`src/rtl/mode_selector_n_pkg.sv`:
```
// Shared types and wrap helpers for the front-panel mode selector.
// Mode 0 is IDLE; active modes are 1..num_modes and wrap at both ends.
package mode_sel_pkg;

    typedef enum logic {
        ST_SUSPEND = 1'b0,
        ST_ACTIVE  = 1'b1
    } state_t;

    localparam int MODE_IDLE = 0;

    // Any out-of-range mode maps to 1 so a corrupted value recovers on the next step.
    function automatic int mode_inc(input int m, input int num_modes);
        if (m < 1 || m >= num_modes) begin
            return 1;
        end
        return m + 1;
    endfunction

    function automatic int mode_dec(input int m, input int num_modes);
        if (m == 1) begin
            return num_modes;
        end
        if (m < 1 || m > num_modes) begin
            return 1;
        end
        return m - 1;
    endfunction

endpackage

```
`src/rtl/mode_selector_n_btn_repeat.sv`:
```
// Per-button step generator: rising-edge press detection plus hold-to-auto-repeat.
// A step is suppressed, and the hold run restarts, whenever the other button is also down.
module btn_repeat #(
    parameter int RPT_DELAY  = 50,
    parameter int RPT_PERIOD = 10,
    parameter int CNT_W      = 8
) (
    input  logic clk,
    input  logic rst_n,
    input  logic btn,
    input  logic other_btn,
    output logic step
);

    logic             r_btnQ;
    logic             r_rep;
    logic [CNT_W-1:0] r_cnt;

    logic             w_hold;
    logic [CNT_W-1:0] w_cntNext;
    logic [CNT_W-1:0] w_target;
    logic             w_tick;

    assign w_hold    = btn & ~other_btn;
    assign w_cntNext = r_cnt + CNT_W'(1);
    assign w_target  = r_rep ? CNT_W'(RPT_PERIOD) : CNT_W'(RPT_DELAY);
    assign w_tick    = w_hold & (w_cntNext == w_target);
    assign step      = w_hold & ((btn & ~r_btnQ) | w_tick);

    // r_cnt holds the number of earlier held cycles, so the press cycle counts as 1.
    always_ff @(posedge clk or negedge rst_n) begin
        if (!rst_n) begin
            r_btnQ <= 1'b0;
            r_cnt  <= '0;
            r_rep  <= 1'b0;
        end else begin
            r_btnQ <= btn;
            if (!w_hold) begin
                r_cnt <= '0;
                r_rep <= 1'b0;
            end else if (w_tick) begin
                r_cnt <= '0;
                r_rep <= 1'b1;
            end else begin
                r_cnt <= w_cntNext;
            end
        end
    end

endmodule

```
`src/rtl/mode_selector_n.sv`:
```
// Front-panel mode selector: steps through 1..NUM_MODES with up/down buttons,
// parks at IDLE while disabled and resumes the saved mode on re-enable.
module mode_selector_n
    import mode_sel_pkg::*;
#(
    parameter int NUM_MODES    = 4,
    parameter int MODE_W       = 3,
    parameter int DEFAULT_MODE = 1,
    parameter int RPT_DELAY    = 50,
    parameter int RPT_PERIOD   = 10,
    parameter int CNT_W        = 8
) (
    input  logic              clk,
    input  logic              rst_n,
    input  logic              en,
    input  logic              up,
    input  logic              down,
    output logic [MODE_W-1:0] mode,
    output logic              mode_valid,
    output logic              mode_chg
);

    state_t            r_state;
    logic [MODE_W-1:0] r_mode;
    logic [MODE_W-1:0] r_saved;
    logic              r_modeValid;
    logic              r_modeChg;

    logic              w_stepUp;
    logic              w_stepDn;

    btn_repeat #(
        .RPT_DELAY  (RPT_DELAY),
        .RPT_PERIOD (RPT_PERIOD),
        .CNT_W      (CNT_W)
    ) u_rptUp (
        .clk       (clk),
        .rst_n     (rst_n),
        .btn       (up),
        .other_btn (down),
        .step      (w_stepUp)
    );

    btn_repeat #(
        .RPT_DELAY  (RPT_DELAY),
        .RPT_PERIOD (RPT_PERIOD),
        .CNT_W      (CNT_W)
    ) u_rptDn (
        .clk       (clk),
        .rst_n     (rst_n),
        .btn       (down),
        .other_btn (up),
        .step      (w_stepDn)
    );

    // Disable wins over any step; mode_chg marks every edge that alters the mode.
    always_ff @(posedge clk or negedge rst_n) begin
        if (!rst_n) begin
            r_state     <= ST_SUSPEND;
            r_mode      <= MODE_W'(MODE_IDLE);
            r_saved     <= MODE_W'(DEFAULT_MODE);
            r_modeValid <= 1'b0;
            r_modeChg   <= 1'b0;
        end else begin
            r_modeChg <= 1'b0;
            case (r_state)
                ST_SUSPEND: begin
                    if (en) begin
                        r_state     <= ST_ACTIVE;
                        r_mode      <= r_saved;
                        r_modeValid <= 1'b1;
                        r_modeChg   <= 1'b1;
                    end
                end
                ST_ACTIVE: begin
                    if (!en) begin
                        r_state     <= ST_SUSPEND;
                        r_saved     <= r_mode;
                        r_mode      <= MODE_W'(MODE_IDLE);
                        r_modeValid <= 1'b0;
                        r_modeChg   <= 1'b1;
                    end else if (w_stepUp) begin
                        r_mode    <= MODE_W'(mode_inc(int'(r_mode), NUM_MODES));
                        r_modeChg <= 1'b1;
                    end else if (w_stepDn) begin
                        r_mode    <= MODE_W'(mode_dec(int'(r_mode), NUM_MODES));
                        r_modeChg <= 1'b1;
                    end
                end
                default: begin
                    r_state <= ST_SUSPEND;
                end
            endcase
        end
    end

    assign mode       = r_mode;
    assign mode_valid = r_modeValid;
    assign mode_chg   = r_modeChg;

endmodule

```
`config.mk`:
```
export PLATFORM = sky130hd
export DESIGN_NAME = mode_selector_n
export DESIGN_NICKNAME = d
export VERILOG_FILES = /design/src/rtl/mode_selector_n_pkg.sv /design/src/rtl/mode_selector_n_btn_repeat.sv /design/src/rtl/mode_selector_n.sv
export SDC_FILE = /design/constraint.sdc
export NUM_CORES = 1
export LEC_CHECK = 0
export ABC_AREA = 1
export BUFFER_PORTS_ARGS = -buffer_cell sky130_fd_sc_hd__buf_2
export CELL_PAD_IN_SITES_DETAIL_PLACEMENT = 2
export CELL_PAD_IN_SITES_GLOBAL_PLACEMENT = 2
export CORE_ASPECT_RATIO = 1.1
export CORE_MARGIN = 3
export CORE_UTILIZATION = 29
export DETAILED_ROUTE_END_ITERATION = 10
export GPL_TIMING_DRIVEN = 0
export PLACE_DENSITY = 0.72
export SYNTH_ARGS = -nofsm -noshare
export SYNTH_HDL_FRONTEND = slang
export SYNTH_SLANG_ARGS = --single-unit
```
`constraint.sdc`:
```
create_clock -name clk -period 2.1 [get_ports clk]
set_input_delay 0.21 -clock clk [delete_from_list [all_inputs] [get_ports clk]]
set_output_delay 0.21 -clock clk [all_outputs]
set_load 0.005 [all_outputs]
```
==> impl_results.md <==
- Run status: finished clean
- Worst EP arrival: ~2.1 ns
- Crit Path Class: reg -> reg
- # setup viols final: 0
- Total GRT Usage: 0.1398
- Most numerous cell types in the synthesized netlist: sky130_fd_sc_hd__nand2_1 (53), sky130_fd_sc_hd__inv_1 (31), sky130_fd_sc_hd__dfrtp_1 (28), sky130_fd_sc_hd__nor2_1 (27), sky130_fd_sc_hd__nand3_1 (13)
- Final count of hold timing violations: 0
- Drt wl/cell: around 13 µm
- Layout net count: roughly 250
- Portion of synthesized cell area occupied by the leading cell type: 0.4192
- Crit path capture type: flip-flop
- Clock network power share: 0.393
- Number of core rows: 28
- Wire length of the first global-routing pass: approximately 7400 µm
- Number of input and output port buffers inserted: 9
- Number of maximum-capacitance violations: 0
- Final GP Congestion: between 0.7 and 0.8
- Highest net fanout along the worst path: 5
- Final sum of negative setup slack: 0 ns
- Remaining global-route overflow: 0
- Clock latency of the later-clocked register in the worst-skew pair: between 0.2 and 0.3 ns
- Data required time at the worst endpoint: roughly 2.3 ns
- Hold-critical path depth: 1
- Number of clock sinks: 29
- Sequential-to-total area share from yosys stat: 0.4349
- Maximum number of pins on one net before global-route repair: 30
- Total chip power: about 1.5 mW
- P per Cell Area: roughly 760 nW/µm²
- Hold Crit Class: in -> reg
- Count of fill cells added during filler insertion: 682
- Layout cell share with drive strength beyond 1: 0.1841
- Total Die Area: 6712 µm²
- Initial antenna violation count: 0
- Largest clock skew in the final design: around 0.0047 ns
- Number of vias per cell after detailed routing: between 4 and 5
- Internal Power: between 1 and 1.5 mW
- Max_slew headroom: 0.5501
- Area growth from synthesis to layout: 18.94%
- Synth Warn #: 0
- Clock tree from TritonCTS: yes
- Antenna viol nets, final: 0
- Area contributors post-synth: sky130_fd_sc_hd__dfrtp_1 (42%), sky130_fd_sc_hd__nand2_1 (12%), sky130_fd_sc_hd__ha_1 (7.5%), sky130_fd_sc_hd__inv_1 (7.0%), sky130_fd_sc_hd__nor2_1 (6.1%)
- Fmax: 528.1 MHz
- Most used flip-flop cell after synthesis: sky130_fd_sc_hd__dfrtp_1
- Average cell area after synthesis: just under 8 µm²
- Inserted Clock Buffers: 5
- Share of the clock period used by the worst path: 0.9017
- DRC viols: 0
- Estimated wirelength of the detail-placed design: approximately 3300 µm
- Cell with the most instances after synthesis: sky130_fd_sc_hd__nand2_1
- Synth Register Bits: 29
- Yosys cell types: 25
- Initial core utilization: 0.3059
- Max clock buf depth: 2
- First-pass DRT Iterations: 4
- Category of the worst setup path launch point: flip-flop
- Net switching power figure: 0.4420 mW
- Slew Limit Fails: 0
- Sw Ratio: 0.2940
- Unrepaired setup endpoints after global routing: no
- Gate power share: 0.185
- Die boundary height: roughly 86 µm
- Number of antenna diodes: 0
- Proportion of power drawn by flip-flops and latches: 0.421
- Syn Nets: 232
- Final Routed Wirelength: between 4000 and 5000 µm
- Placeable core region: between 5000 and 6000 µm²
- Clk slew on worst S/H paths: approximately 0.070 ns
- Leakage power total: between 0.9 and 1 nW
- Largest area contributor in the netlist: sky130_fd_sc_hd__dfrtp_1
- Max rail drop VDD: between 0.4 and 0.5 mV
- Worst reg2reg path depth: 11
- Number of H-tree branching levels: 2
- Number of instances in the synthesized netlist: 217
- First DRT Iteration DRCs: 26
- Number of global-route vias before repair: about 1600
- Num ports: 10
- Die span in x: slightly below 80 µm
- Total standard cell area after synthesis: ~1700 µm²
- Final Critical Period: 1.894 ns
- Worst slew pin tran: 0.6749 ns
- Via count: around 1500
- Number of flops mapped to enable cells by yosys: 0
- Async set-or-reset flop fraction in the synthesized netlist: 1.000
- Library cell used as clock root buffer: sky130_fd_sc_hd__clkbuf_8
==> placed cells by master (no fill, tap or decap), types with 2 or more instances in the layout <==
cell type,count
sky130_fd_sc_hd__nand3b_1,3
sky130_fd_sc_hd__o21ai_0,5
sky130_fd_sc_hd__nand2_1,53
sky130_fd_sc_hd__or2_2,4
sky130_fd_sc_hd__nand2_4,2
sky130_fd_sc_hd__nand4_1,8
sky130_fd_sc_hd__clkbuf_8,5
sky130_fd_sc_hd__o21ai_1,3
sky130_fd_sc_hd__nand2_2,7
sky130_fd_sc_hd__buf_2,9
sky130_fd_sc_hd__ha_1,9
sky130_fd_sc_hd__nand3_2,2
sky130_fd_sc_hd__buf_4,4
sky130_fd_sc_hd__inv_1,31
sky130_fd_sc_hd__nand3_1,13
sky130_fd_sc_hd__nor2_1,26
sky130_fd_sc_hd__inv_2,2
sky130_fd_sc_hd__nor2_2,2
sky130_fd_sc_hd__nor3_1,3
sky130_fd_sc_hd__dfrtp_1,28
sky130_fd_sc_hd__a21oi_1,8
==> layer usage <==
layer | vias up | track usage | wire length, µm
met5 | - | 0 | 0
met4 | 0 | 0.04293 | 23
met3 | 2 | 0.03256 | 102
met2 | 14 | 0.2438 | 2158
met1 | 717 | 0.1711 | 1888
li1 | 723 | - | -
==> state kept, by name, indices dropped and copies added (netlist names) <==
name / count
u_rptDn.r_cnt: 8
u_rptUp.r_cnt: 8
mode: 3
r_saved: 3
mode_chg: 1
mode_valid: 1
r_state: 1
u_rptDn.r_btnQ: 1
u_rptDn.r_rep: 1
u_rptUp.r_btnQ: 1
u_rptUp.r_rep: 1
==> cells by family (layout without fill, tap and decap cells) <==
family,after synthesis,after routing,synth area share
AND/OR/NAND/NOR,123,123,0.3413
buffers and inverters,34,56,0.07635
flip-flops,29,29,0.4349
AO/OA/AOI/OAI,19,19,0.06213
adder cells (fa/ha/maj),10,10,0.07485
XOR/XNOR,2,2,0.01048
==> power by group through the flow <==
| stage | Sequential [mW] | Clock, mW | Combinational [mW] |
|---|---|---|---|
| floorplan | 0.638 | 0 | 0.183 |
| finish | 0.634 | 0.591 | 0.279 |
| global placement | 0.643 | 0 | 0.266 |
| detailed placement | 0.645 | 0 | 0.277 |
| global route | 0.642 | 0.644 | 0.328 |
| CTS | 0.634 | 0.612 | 0.282 |
==> worst paths after layout <==
path	startpoint	endpoint	slack [ns]
worst max-delay path	mode[0]	mode[2]	0.21
worst min-delay path	down	u_rptDn.r_btnQ	0.05
worst max register to register	mode[0]	mode[2]	0.21
worst min register to register	r_saved[2]	r_saved[2]	0.49
max in group asynchronous	rst_n	u_rptUp.r_cnt[1]	1.15
min in group asynchronous	rst_n	u_rptUp.r_cnt[4]	0.51
==> layout make-up <==
type                    instances  area [µm²]  area share
clock buffers                   5       68.82     0.03461
repair buffers                 14       85.08     0.04279
flip-flops and latches         29       726.9      0.3656
well taps                      75       93.84     0.04720
multi-input cells             154       839.6      0.4223
plain buffers                   1       3.754    0.001888
clock inverters                 3       46.29     0.02329
inverters                      33       123.9     0.06230
==> critical path, stage by stage (launching register included) <==
cell and delay, ns:
sky130_fd_sc_hd__dfrtp_1 0.43, sky130_fd_sc_hd__inv_1 0.14, sky130_fd_sc_hd__ha_1 0.24, sky130_fd_sc_hd__ha_1 0.17
sky130_fd_sc_hd__or2_2 0.28, sky130_fd_sc_hd__nor2_1 0.14, sky130_fd_sc_hd__nand2_1 0.07, sky130_fd_sc_hd__nand3_1 0.09
sky130_fd_sc_hd__nand3_1 0.09, sky130_fd_sc_hd__nand2_1 0.08, sky130_fd_sc_hd__nand2_1 0.05, sky130_fd_sc_hd__nand2_1 0.05
==> metrics by stage <==
stage / area (µm²) / util / hold slack, ns / std cells / setup slack, ns
after floorplan: 1672 / - / -0.08559 / 217 / 0.4353
after global placement: 1810 / 0.3313 / 0.2982 / 301 / 0.2236
after detailed placement: 1810 / 0.3313 / 0.3034 / 301 / 0.1343
after CTS: 1936 / 0.3542 / 0.03736 / 310 / 0.07580
after global routing: 1988 / 0.3638 / 0.03065 / 314 / 0.004830
final: 1988 / 0.3638 / 0.04721 / 314 / 0.2064
==> repair_timing <==
item,CTS,global route
setup endpoints to repair,0,4
endpoints found under the hold margin,23,0
gates resized for setup,0,5
hold buffers,1,0
setup buffers,0,4
Power figures use the tool's default switching activity.
